[src/rtl/riscv_pkg.sv]
// Shared RV32I decode constants, control bundle type and immediate/ALU helpers
// used by the decode stage, its register file and its port interface.
package riscv_pkg;

  localparam int XLEN  = 32;
  localparam int NREGS = 32;

  localparam logic [6:0] OP_LOAD   = 7'b0000011;
  localparam logic [6:0] OP_STORE  = 7'b0100011;
  localparam logic [6:0] OP_RTYPE  = 7'b0110011;
  localparam logic [6:0] OP_ITYPE  = 7'b0010011;
  localparam logic [6:0] OP_BRANCH = 7'b1100011;

  localparam logic [2:0] ALU_ADD = 3'b000;
  localparam logic [2:0] ALU_SUB = 3'b001;
  localparam logic [2:0] ALU_AND = 3'b010;
  localparam logic [2:0] ALU_OR  = 3'b011;
  localparam logic [2:0] ALU_SLT = 3'b101;

  localparam logic [1:0] IMM_I = 2'd0;
  localparam logic [1:0] IMM_S = 2'd1;
  localparam logic [1:0] IMM_B = 2'd2;

  typedef struct packed {
    logic       reg_write;
    logic       mem_write;
    logic       branch;
    logic       alu_src;
    logic       result_src;
    logic [2:0] alu_control;
  } ctrl_t;

  function automatic logic [2:0] alu_from_funct3(input logic [2:0] funct3, input logic sub);
    case (funct3)
      3'b000:  return sub ? ALU_SUB : ALU_ADD;
      3'b111:  return ALU_AND;
      3'b110:  return ALU_OR;
      3'b010:  return ALU_SLT;
      default: return ALU_ADD;
    endcase
  endfunction

  // B-immediate keeps bit 0 as zero; the execute stage scales it for the word-addressed PC.
  function automatic logic [XLEN-1:0] imm_extend(input logic [31:0] instr, input logic [1:0] sel);
    case (sel)
      IMM_I:   return {{20{instr[31]}}, instr[31:20]};
      IMM_S:   return {{20{instr[31]}}, instr[31:25], instr[11:7]};
      IMM_B:   return {{19{instr[31]}}, instr[31], instr[7], instr[30:25], instr[11:8], 1'b0};
      default: return '0;
    endcase
  endfunction

endpackage

[src/rtl/decode_cycle_if.sv]
// Decode-stage port bundle: IF/ID inputs, writeback port, flush/stall and the ID/EX outputs.
// master = the decode stage, slave = the surrounding pipeline.
interface decode_cycle_if;
  import riscv_pkg::*;

  logic [XLEN-1:0] instrD;
  logic [XLEN-1:0] PCD;
  logic [XLEN-1:0] PCplus4D;
  logic            FlushE;
  logic            RegWriteW;
  logic [4:0]      RdW;
  logic [XLEN-1:0] ResultW;
  logic            StallD;
  logic            RegWriteE;
  logic            MemWriteE;
  logic            BranchE;
  logic            ALUSrcE;
  logic            ResultSrcE;
  logic [2:0]      ALUControlE;
  logic [XLEN-1:0] RD1E;
  logic [XLEN-1:0] RD2E;
  logic [XLEN-1:0] ImmExtE;
  logic [4:0]      Rs1E;
  logic [4:0]      Rs2E;
  logic [4:0]      RdE;
  logic [XLEN-1:0] PCE;
  logic [XLEN-1:0] PCplus4E;

  modport master (
    input  instrD, PCD, PCplus4D, FlushE, RegWriteW, RdW, ResultW,
    output StallD, RegWriteE, MemWriteE, BranchE, ALUSrcE, ResultSrcE, ALUControlE,
           RD1E, RD2E, ImmExtE, Rs1E, Rs2E, RdE, PCE, PCplus4E
  );

  modport slave (
    output instrD, PCD, PCplus4D, FlushE, RegWriteW, RdW, ResultW,
    input  StallD, RegWriteE, MemWriteE, BranchE, ALUSrcE, ResultSrcE, ALUControlE,
           RD1E, RD2E, ImmExtE, Rs1E, Rs2E, RdE, PCE, PCplus4E
  );

endinterface

[src/rtl/reg_file.sv]
// 32x32 register file, 2 combinational reads, 1 posedge write, x0 fixed at zero.
// REGFILE_BYPASS_EN: a same-cycle write to the read index is returned on that read port.
module reg_file
  import riscv_pkg::*;
(
  input  logic            clk,
  input  logic            rst,
  input  logic [4:0]      ra1,
  input  logic [4:0]      ra2,
  output logic [XLEN-1:0] rd1,
  output logic [XLEN-1:0] rd2,
  input  logic            we,
  input  logic [4:0]      wa,
  input  logic [XLEN-1:0] wd
);

  logic [XLEN-1:0] regs [NREGS];

  always_ff @(posedge clk) begin
    if (rst) begin
      for (int i = 0; i < NREGS; i++) regs[i] <= '0;
    end else if (we && wa != 5'd0) begin
      regs[wa] <= wd;
    end
  end

  always_comb begin
    rd1 = (ra1 == 5'd0) ? '0 : regs[ra1];
    rd2 = (ra2 == 5'd0) ? '0 : regs[ra2];
`ifdef REGFILE_BYPASS_EN
    if (we && wa != 5'd0 && wa == ra1) rd1 = wd;
    if (we && wa != 5'd0 && wa == ra2) rd2 = wd;
`else
`endif
  end

endmodule

[src/rtl/decode_cycle.sv]
// RV32I decode stage: control decode, immediate extend, load-use stall and the ID/EX register (1 cycle).
// Flush beats stall; both load an all-zero-control bubble. REGFILE_BYPASS_EN selects regfile write-through.
module decode_cycle
  import riscv_pkg::*;
(
  input logic            clk,
  input logic            rst,
  decode_cycle_if.master bus
);

  logic [6:0]      opcode;
  logic [2:0]      funct3;
  logic [4:0]      rs1_d, rs2_d, rd_d;
  ctrl_t           ctrl_d;
  logic [1:0]      imm_sel;
  logic            uses_rs2;
  logic [XLEN-1:0] imm_d, rd1_d, rd2_d;

  ctrl_t           ctrl_e;
  logic [XLEN-1:0] rd1_e, rd2_e, imm_e, pc_e, pc4_e;
  logic [4:0]      rs1_e, rs2_e, rd_e;

  assign opcode = bus.instrD[6:0];
  assign funct3 = bus.instrD[14:12];
  assign rd_d   = bus.instrD[11:7];
  assign rs1_d  = bus.instrD[19:15];
  assign rs2_d  = bus.instrD[24:20];

  always_comb begin
    ctrl_d   = '0;
    imm_sel  = IMM_I;
    uses_rs2 = 1'b0;
    case (opcode)
      OP_LOAD: begin
        ctrl_d.reg_write   = 1'b1;
        ctrl_d.alu_src     = 1'b1;
        ctrl_d.result_src  = 1'b1;
        ctrl_d.alu_control = ALU_ADD;
      end
      OP_STORE: begin
        ctrl_d.mem_write   = 1'b1;
        ctrl_d.alu_src     = 1'b1;
        ctrl_d.alu_control = ALU_ADD;
        imm_sel            = IMM_S;
        uses_rs2           = 1'b1;
      end
      OP_RTYPE: begin
        ctrl_d.reg_write   = 1'b1;
        ctrl_d.alu_control = alu_from_funct3(funct3, bus.instrD[30]);
        uses_rs2           = 1'b1;
      end
      OP_ITYPE: begin
        ctrl_d.reg_write   = 1'b1;
        ctrl_d.alu_src     = 1'b1;
        ctrl_d.alu_control = alu_from_funct3(funct3, 1'b0);
      end
      OP_BRANCH: begin
        ctrl_d.branch      = 1'b1;
        ctrl_d.alu_control = ALU_SUB;
        imm_sel            = IMM_B;
        uses_rs2           = 1'b1;
      end
      default: ;
    endcase
  end

  assign imm_d = imm_extend(bus.instrD, imm_sel);

  reg_file u_reg_file (
    .clk (clk),
    .rst (rst),
    .ra1 (rs1_d),
    .ra2 (rs2_d),
    .rd1 (rd1_d),
    .rd2 (rd2_d),
    .we  (bus.RegWriteW),
    .wa  (bus.RdW),
    .wd  (bus.ResultW)
  );

  // Load in EX whose destination feeds this instruction: hold fetch for one cycle.
  assign bus.StallD = !bus.FlushE && ctrl_e.result_src && rd_e != 5'd0 &&
                      (rd_e == rs1_d || (uses_rs2 && rd_e == rs2_d));

  always_ff @(posedge clk) begin
    if (rst) begin
      ctrl_e <= '0;
      rd1_e  <= '0;
      rd2_e  <= '0;
      imm_e  <= '0;
      rs1_e  <= '0;
      rs2_e  <= '0;
      rd_e   <= '0;
      pc_e   <= '0;
      pc4_e  <= '0;
    end else begin
      ctrl_e <= (bus.FlushE || bus.StallD) ? '0 : ctrl_d;
      rd1_e  <= rd1_d;
      rd2_e  <= rd2_d;
      imm_e  <= imm_d;
      rs1_e  <= rs1_d;
      rs2_e  <= rs2_d;
      rd_e   <= rd_d;
      pc_e   <= bus.PCD;
      pc4_e  <= bus.PCplus4D;
    end
  end

  assign bus.RegWriteE   = ctrl_e.reg_write;
  assign bus.MemWriteE   = ctrl_e.mem_write;
  assign bus.BranchE     = ctrl_e.branch;
  assign bus.ALUSrcE     = ctrl_e.alu_src;
  assign bus.ResultSrcE  = ctrl_e.result_src;
  assign bus.ALUControlE = ctrl_e.alu_control;
  assign bus.RD1E        = rd1_e;
  assign bus.RD2E        = rd2_e;
  assign bus.ImmExtE     = imm_e;
  assign bus.Rs1E        = rs1_e;
  assign bus.Rs2E        = rs2_e;
  assign bus.RdE         = rd_e;
  assign bus.PCE         = pc_e;
  assign bus.PCplus4E    = pc4_e;

endmodule

[src/flat_wrapper.sv]
// flat-port wrapper written by rule: the top's interface ports become plain ports
module decode_cycle_flat import riscv_pkg::*;
  (clk, rst, bus_instrD, bus_PCD, bus_PCplus4D, bus_FlushE, bus_RegWriteW, bus_RdW, bus_ResultW, bus_StallD, bus_RegWriteE, bus_MemWriteE, bus_BranchE, bus_ALUSrcE, bus_ResultSrcE, bus_ALUControlE, bus_RD1E, bus_RD2E, bus_ImmExtE, bus_Rs1E, bus_Rs2E, bus_RdE, bus_PCE, bus_PCplus4E);
  decode_cycle_if bus_i ();
  input logic clk;
  input logic rst;
  input wire logic [$bits(bus_i.instrD)-1:0] bus_instrD;
  input wire logic [$bits(bus_i.PCD)-1:0] bus_PCD;
  input wire logic [$bits(bus_i.PCplus4D)-1:0] bus_PCplus4D;
  input wire logic [$bits(bus_i.FlushE)-1:0] bus_FlushE;
  input wire logic [$bits(bus_i.RegWriteW)-1:0] bus_RegWriteW;
  input wire logic [$bits(bus_i.RdW)-1:0] bus_RdW;
  input wire logic [$bits(bus_i.ResultW)-1:0] bus_ResultW;
  output wire logic [$bits(bus_i.StallD)-1:0] bus_StallD;
  output wire logic [$bits(bus_i.RegWriteE)-1:0] bus_RegWriteE;
  output wire logic [$bits(bus_i.MemWriteE)-1:0] bus_MemWriteE;
  output wire logic [$bits(bus_i.BranchE)-1:0] bus_BranchE;
  output wire logic [$bits(bus_i.ALUSrcE)-1:0] bus_ALUSrcE;
  output wire logic [$bits(bus_i.ResultSrcE)-1:0] bus_ResultSrcE;
  output wire logic [$bits(bus_i.ALUControlE)-1:0] bus_ALUControlE;
  output wire logic [$bits(bus_i.RD1E)-1:0] bus_RD1E;
  output wire logic [$bits(bus_i.RD2E)-1:0] bus_RD2E;
  output wire logic [$bits(bus_i.ImmExtE)-1:0] bus_ImmExtE;
  output wire logic [$bits(bus_i.Rs1E)-1:0] bus_Rs1E;
  output wire logic [$bits(bus_i.Rs2E)-1:0] bus_Rs2E;
  output wire logic [$bits(bus_i.RdE)-1:0] bus_RdE;
  output wire logic [$bits(bus_i.PCE)-1:0] bus_PCE;
  output wire logic [$bits(bus_i.PCplus4E)-1:0] bus_PCplus4E;
  assign bus_i.instrD = bus_instrD;
  assign bus_i.PCD = bus_PCD;
  assign bus_i.PCplus4D = bus_PCplus4D;
  assign bus_i.FlushE = bus_FlushE;
  assign bus_i.RegWriteW = bus_RegWriteW;
  assign bus_i.RdW = bus_RdW;
  assign bus_i.ResultW = bus_ResultW;
  assign bus_StallD = bus_i.StallD;
  assign bus_RegWriteE = bus_i.RegWriteE;
  assign bus_MemWriteE = bus_i.MemWriteE;
  assign bus_BranchE = bus_i.BranchE;
  assign bus_ALUSrcE = bus_i.ALUSrcE;
  assign bus_ResultSrcE = bus_i.ResultSrcE;
  assign bus_ALUControlE = bus_i.ALUControlE;
  assign bus_RD1E = bus_i.RD1E;
  assign bus_RD2E = bus_i.RD2E;
  assign bus_ImmExtE = bus_i.ImmExtE;
  assign bus_Rs1E = bus_i.Rs1E;
  assign bus_Rs2E = bus_i.Rs2E;
  assign bus_RdE = bus_i.RdE;
  assign bus_PCE = bus_i.PCE;
  assign bus_PCplus4E = bus_i.PCplus4E;
  decode_cycle u_core (.clk(clk), .rst(rst), .bus(bus_i));
endmodule
[config.mk]
export PLATFORM = sky130hd
export DESIGN_NAME = decode_cycle_flat
export DESIGN_NICKNAME = d
export VERILOG_FILES = /design/src/rtl/riscv_pkg.sv /design/src/rtl/decode_cycle_if.sv /design/src/rtl/reg_file.sv /design/src/rtl/decode_cycle.sv /design/src/flat_wrapper.sv
export SDC_FILE = /design/constraint.sdc
export NUM_CORES = 2
export LEC_CHECK = 0
export ABC_AREA = 1
export CAP_MARGIN = 20
export CORE_UTILIZATION = 36
export DETAILED_ROUTE_END_ITERATION = 6
export DONT_BUFFER_PORTS = 1
export HOLD_SLACK_MARGIN = 0.05
export MAX_ROUTING_LAYER = met4
export SYNTH_ARGS = -nofsm -noshare
export SYNTH_HDL_FRONTEND = slang
export SYNTH_SLANG_ARGS = --single-unit
[constraint.sdc]
create_clock -name clk -period 5.4 [get_ports clk]
set_input_delay 0.81 -clock clk [delete_from_list [all_inputs] [get_ports clk]]
set_output_delay 0.81 -clock clk [all_outputs]
set_load 0.02 [all_outputs]
After elaboration in Yosys (flattened, before gate mapping) --
Memory sizes are Yosys's and may differ from the RTL's. A register that Yosys moved wholly into a read port is not among the register bits. Index checks and enable logic that the tools add are counted.
Storage, ports and cells: register bits 119, RAM bits 1024, bits of input ports 137, output and inout bits 184, word-level logic and storage cells 66, memories kept 1
Memories:
- u_core.u_reg_file.regs | words 32, width 32, rd ports 2, clocked after memory_dff 2, wr ports 32, RTL line reg_file.sv:17 | logic [XLEN-1:0] regs [NREGS];
Cells by class: equality and inequality tests 12, mux-type cells 20, reduce and logical (&&, ||, !) cells 21
Operators with widths (number):
- 32-bit one-hot mux with 3 select lines | 1
- 32-bit 2-to-1 mux | 1
- 32-bit OR reduction | 1
- 3-bit one-hot mux with 3 select lines | 2
- 7-bit by 6-bit equality test with 1-bit output, second input constant | 2
- 1-bit 2-to-1 mux | 13
- 3-bit one-hot mux with 4 select lines | 1
- 5-bit equality test | 2
- 5-bit zero test | 2
- 5-bit nonzero test | 2
- 3-bit OR reduction | 3
- 7-bit by 2-bit equality test with 1-bit output, second input constant | 1
- 7-bit by 5-bit equality test with 1-bit output, second input constant | 1
- 7-bit equality test, second input constant | 1
- 3-bit equality test, second input constant | 2
- 2-bit OR reduction | 3
- 1-bit logical AND | 5
- 5-bit 2-to-1 mux | 1
- 2-bit one-hot mux with 2 select lines | 1
- 3-bit by 2-bit equality test with 1-bit output, second input constant | 1
- 3-bit zero test | 1
- 2-bit by 1-bit equality test with 1-bit output, second input constant | 1
- 2-bit equality test, second input constant | 1
- 2-bit zero test | 1
- 2 further kinds | 3

Longest topological paths before layout --
depth after elaboration 8, gate-level depth with buffers 12, mapped depth without buffers 10

Modules after synthesis --
Synthesis repeated with hierarchy kept, for this count alone.
Second synthesis, totals: cells, all modules 7836, area, all modules 61586.6 µm²
Modules (own cells, without submodules):
- reg_file | times used 1, cells an instance 7252, area each 56525.5 µm², sequential area each 30749.5 µm²
- decode_cycle | times used 1, cells an instance 584, area each 5061.1 µm², sequential area each 3283.1 µm²

Least setup slack after synthesis --
OpenSTA, ideal clock, no wires.
path kind input-to-reg, start in rst, end mem u_core.u_reg_file.regs[10][0] (enable), setup time 0.389 ns, arrival time 2.669 ns, required time 5.011 ns, slack 2.342 ns, stages 7, buffers on the path 2, cells stage by stage clkbuf_1 inv_1 o211ai_1 nor3_4 nand2_1 buf_6 nand2_1
RTL lines:
- start, declared | RTL line flat_wrapper.sv:6 | input logic rst;
- end, declared | RTL line reg_file.sv:17

Final worst setup path --
start in bus_instrD[20], end reg u_core.rd2_e[26], in the netlist u_core.bus.RD2E[26] (read register of u_core.u_reg_file.regs)
On the way: cells in the longest elaborated chain, start to end 2
Ends and longest elaborated chain:
- start, declared | RTL line flat_wrapper.sv:7 | input wire logic [$bits(bus_i.instrD)-1:0] bus_instrD;
- 5-bit zero test | RTL line reg_file.sv:29 | rd2 = (ra2 == 5'd0) ? '0 : regs[ra2];
- 2-bit OR reduction (no line)
- end, declared | RTL line decode_cycle.sv:20 | logic [XLEN-1:0] rd1_e, rd2_e, imm_e, pc_e, pc4_e;
Several ways; a longest one is shown, not always the timed one. A chain may end at the register's enable or synchronous reset.

==> results.md <==
- Outcome: finished, violations left
- Failing checks: max-slew violations, negative setup slack
- Drt first pass iters: 6
- Port Buffers: 0
- Skew-Pair Late Insertion Delay: 0.79 ns
- CTS tree: yes
- Die X: 412 um
- Crit path required time: 6.08 ns
- CP max stage delay: ~2.2 ns
- Main area contributors after synthesis: edfxtp_1 (51%), nand2_1 (18%), nand3_1 (9.1%), nor2_1 (7.2%), dfxtp_1 (5.4%)
- Row cnt: 150
- Vias: roughly 54k
- Iteration-0 DRC count of the detailed router: between 8k and 9k
- Layout cell share with drive strength beyond 1: just over 5%
- Vias in the first global route: 48.3k
- Place WS: roughly 1.6 ns
- Mapped Cells: ~7.5k
- Clk sinks: around 1.2k
- Clock skew: around 0.037 ns
- Mapped Area: roughly 0.060 mm2
- Post-CTS Resized: 0
- Root Buffer: clkbuf_16
- Die ar.: 0.170 mm2
- Total CTS buffers: between 100 and 150
- Worst-path fanout max: between 500 and 600
- Seq/Total Area, Yosys: 56.3%
- Filler cell count: between 15k and 20k
- Final wirelength: roughly 230000 um
- Power Total: ~22 mW
- Leak: ~27 nW
- Area grow syn2layout: 8.49%
- Fin util: between 30% and 40%
- Hold Path Class: in -> reg
- Final hold vios: 0
- Setup Buffers After CTS: 0
- Post-synthesis cell type count: 25
- Worst vdd ir: ~220 uV
- Initial antenna violation count: 5
- Setup crit end kind: register
- GPL Wtd Cong: roughly 0.93
- Post-synth EDFFs: 1024
- Gr usage total: around 27%
- # hold bufs at CTS: 0
- # IOs: 321
- Endpoints failing setup: 62
- Synth Area per Inst: 8.04 um2
- Max clock buf depth: 3
- Finished Layout Cells: roughly 9.5k
- DR WL/cell: ~24 um
- Multi-input logic area: between 0.02 and 0.025 mm2
- Minimum hold slack: 0.114 ns
- # nets final: about 7.3k
- Max Cap Violations: 0
- Highest clock rate: between 0.15 and 0.2 GHz
- Sequential cell area: ~0.034 mm2
- Antenna-violating nets left: 0
- Hold Startpoint: rst
- HPWL Detailed: 130000 um
- Post-synth top area cell: edfxtp_1
- Synth Warn #: 0
- Setup ws final: -0.546 ns
- Placeable Area: roughly 0.17 mm2
- Global route overflow: 0
- Via density: between 5 and 6
- # DRC: 0
- Initial Util: ~36%
- Clock transition at the registers of the reported paths: around 0.06 ns
- Worst r2r src: u_core.u_reg_file.regs[5][21]
- Arr. time, crit path: approximately 6.6 ns
- Top_reg_cell synth: edfxtp_1
- R2R setup slack: roughly 3.6 ns
- DP Cell Count: between 9k and 10k
- CP max stage cell: inv_8
- Crit path launch: bus_instrD[20]
- Final worst-path cycle share: 110%
- CP Cell Sequence: inv_8 -> buf_4 -> buf_4 -> nand2_1 -> nand2_1 -> nand2_1 -> nand2_1 -> nor2_1 -> nand2_1 -> nand3_1 -> a21oi_1
- Setup CP Type: in -> reg
- Rel. slew slack: -179%
- Tmin final: 5.95 ns
- Pwr dens: between 300 and 400 mW/mm2
- Global-route wire length before repair: ~330000 um
- Worst Setup Start Kind: input port
- Async SR Flop Fraction: 0%
- #FFs+latches synth: between 1k and 1.5k
- Post-synth top cells: nand2_1 (2836), nor2_1 (1167), nand3_1 (1094)
- Most used cell, CP: nand2_1
- Most common cell in the netlist: nand2_1
- Die height: approximately 410 um
- Area share of the largest cell type after synthesis: 50.8%
- Final Slew Violations: roughly 830
- Worst-margin pin slew: roughly 4.2 ns
- H-tree Lvls: 4
- RSZ-0062 raised after global routing: no
- Largest net degree at the start of global routing: about 550
[layout make-up]
cell class / instances / area share, %
Clock buffer: 177 / 5.54
Inverter: 175 / 1.05
Timing Repair Buffer: 114 / 1.59
Multi-Input combinational cell: 5551 / 34.9
Sequential cell: 1188 / 51.9
Antenna cell: 2 / 0.00763
Tap cell: 2204 / 4.20
Clock inverter: 62 / 0.803
[sequential cells by signal, indices dropped and copies added (netlist names), 3 cells and up]
signal                  cells
u_core.bus.PCplus4E        32
u_core.bus.Rs1E             5
u_core.bus.RD1E            32
u_core.bus.RdE              5
u_core.bus.ALUControlE      3
u_core.bus.RD2E            32
u_core.u_reg_file.regs   1024
u_core.bus.PCE             32
u_core.bus.Rs2E             5
u_core.bus.ImmExtE         13
[worst max-delay path: cells and delay by family]
kind / cells / cell delay (ns)
AOI/OAI and AO/OA: 1 / 0.18
and+or+nand+nor: 7 / 0.64
buffers and inverters: 3 / 2.96
[logic make-up (layout without fill, tap and decap cells)]
family                    Yosys count  count (layout)  synth area share, %
and+or+nand+nor                  5112            5112                 34.1
DFF                              1188            1188                 56.3
buffers and inverters             814             528                 6.19
AOI/OAI and AO/OA                 399             399                 3.32
xor gates and xnor gates            8               8                0.116
other                               1              34              0.00620
[placed cells by master, fill, tap and decap left out, types with 6 or more instances in the layout]
| cell type | synthesis | layout |
|---|---|---|
| clkbuf_16 | 0 | 135 |
| buf_12 | 0 | 15 |
| nand2_2 | 0 | 35 |
| clkbuf_8 | 0 | 10 |
| bufinv_16 | 0 | 6 |
| nor3_1 | 7 | 7 |
| inv_6 | 0 | 7 |
| edfxtp_1 | 1024 | 1024 |
| inv_2 | 0 | 19 |
| a21oi_1 | 325 | 325 |
| inv_1 | 168 | 142 |
| nor2_1 | 1167 | 1165 |
| buf_4 | 19 | 99 |
| nand3_1 | 1094 | 1094 |
| o21ai_0 | 70 | 70 |
| clkbuf_1 | 435 | 32 |
| clkinv_2 | 0 | 23 |
| nand2_1 | 2836 | 2801 |
| dfxtp_1 | 164 | 163 |
| clkinv_1 | 7 | 26 |
| conb_1 | 1 | 32 |
[routing by layer]
metal  share of wire, %  wire (um)  vias up  track usage, %
met5                  0          0        -               -
met1                 39      89700    25529            35.9
met3                 13      30700      548            6.73
li1                   -          -    23728               -
met4                5.4      12400        0            13.4
met2                 43      98300     3833            38.5
[per-stage QoR]
stage / area [um2] / setup TNS [ns]
after CTS: 65600 / 0
after floorplan: 60600 / 0
after global routing: 65600 / 0
final: 65600 / -18.41
after global placement: 61400 / 0
after detailed placement: 61400 / 0
[worst paths after layout]
kind                              end  depth (start not counted)
hold / removal     u_core.bus.Rs2E[3]                          1
setup / recovery  u_core.bus.RD2E[26]                         11
setup reg to reg  u_core.bus.RD1E[21]                          6
hold reg to reg   u_core.bus.RD1E[16]                          6
[power by group]
group          total (mW)  switching (mW)  internal, mW
combinational        2.25            1.63         0.623
clock                8.93            3.89          5.03
sequential           10.9           0.416          10.5
Note: power is estimated with default switching activity, not from simulation.
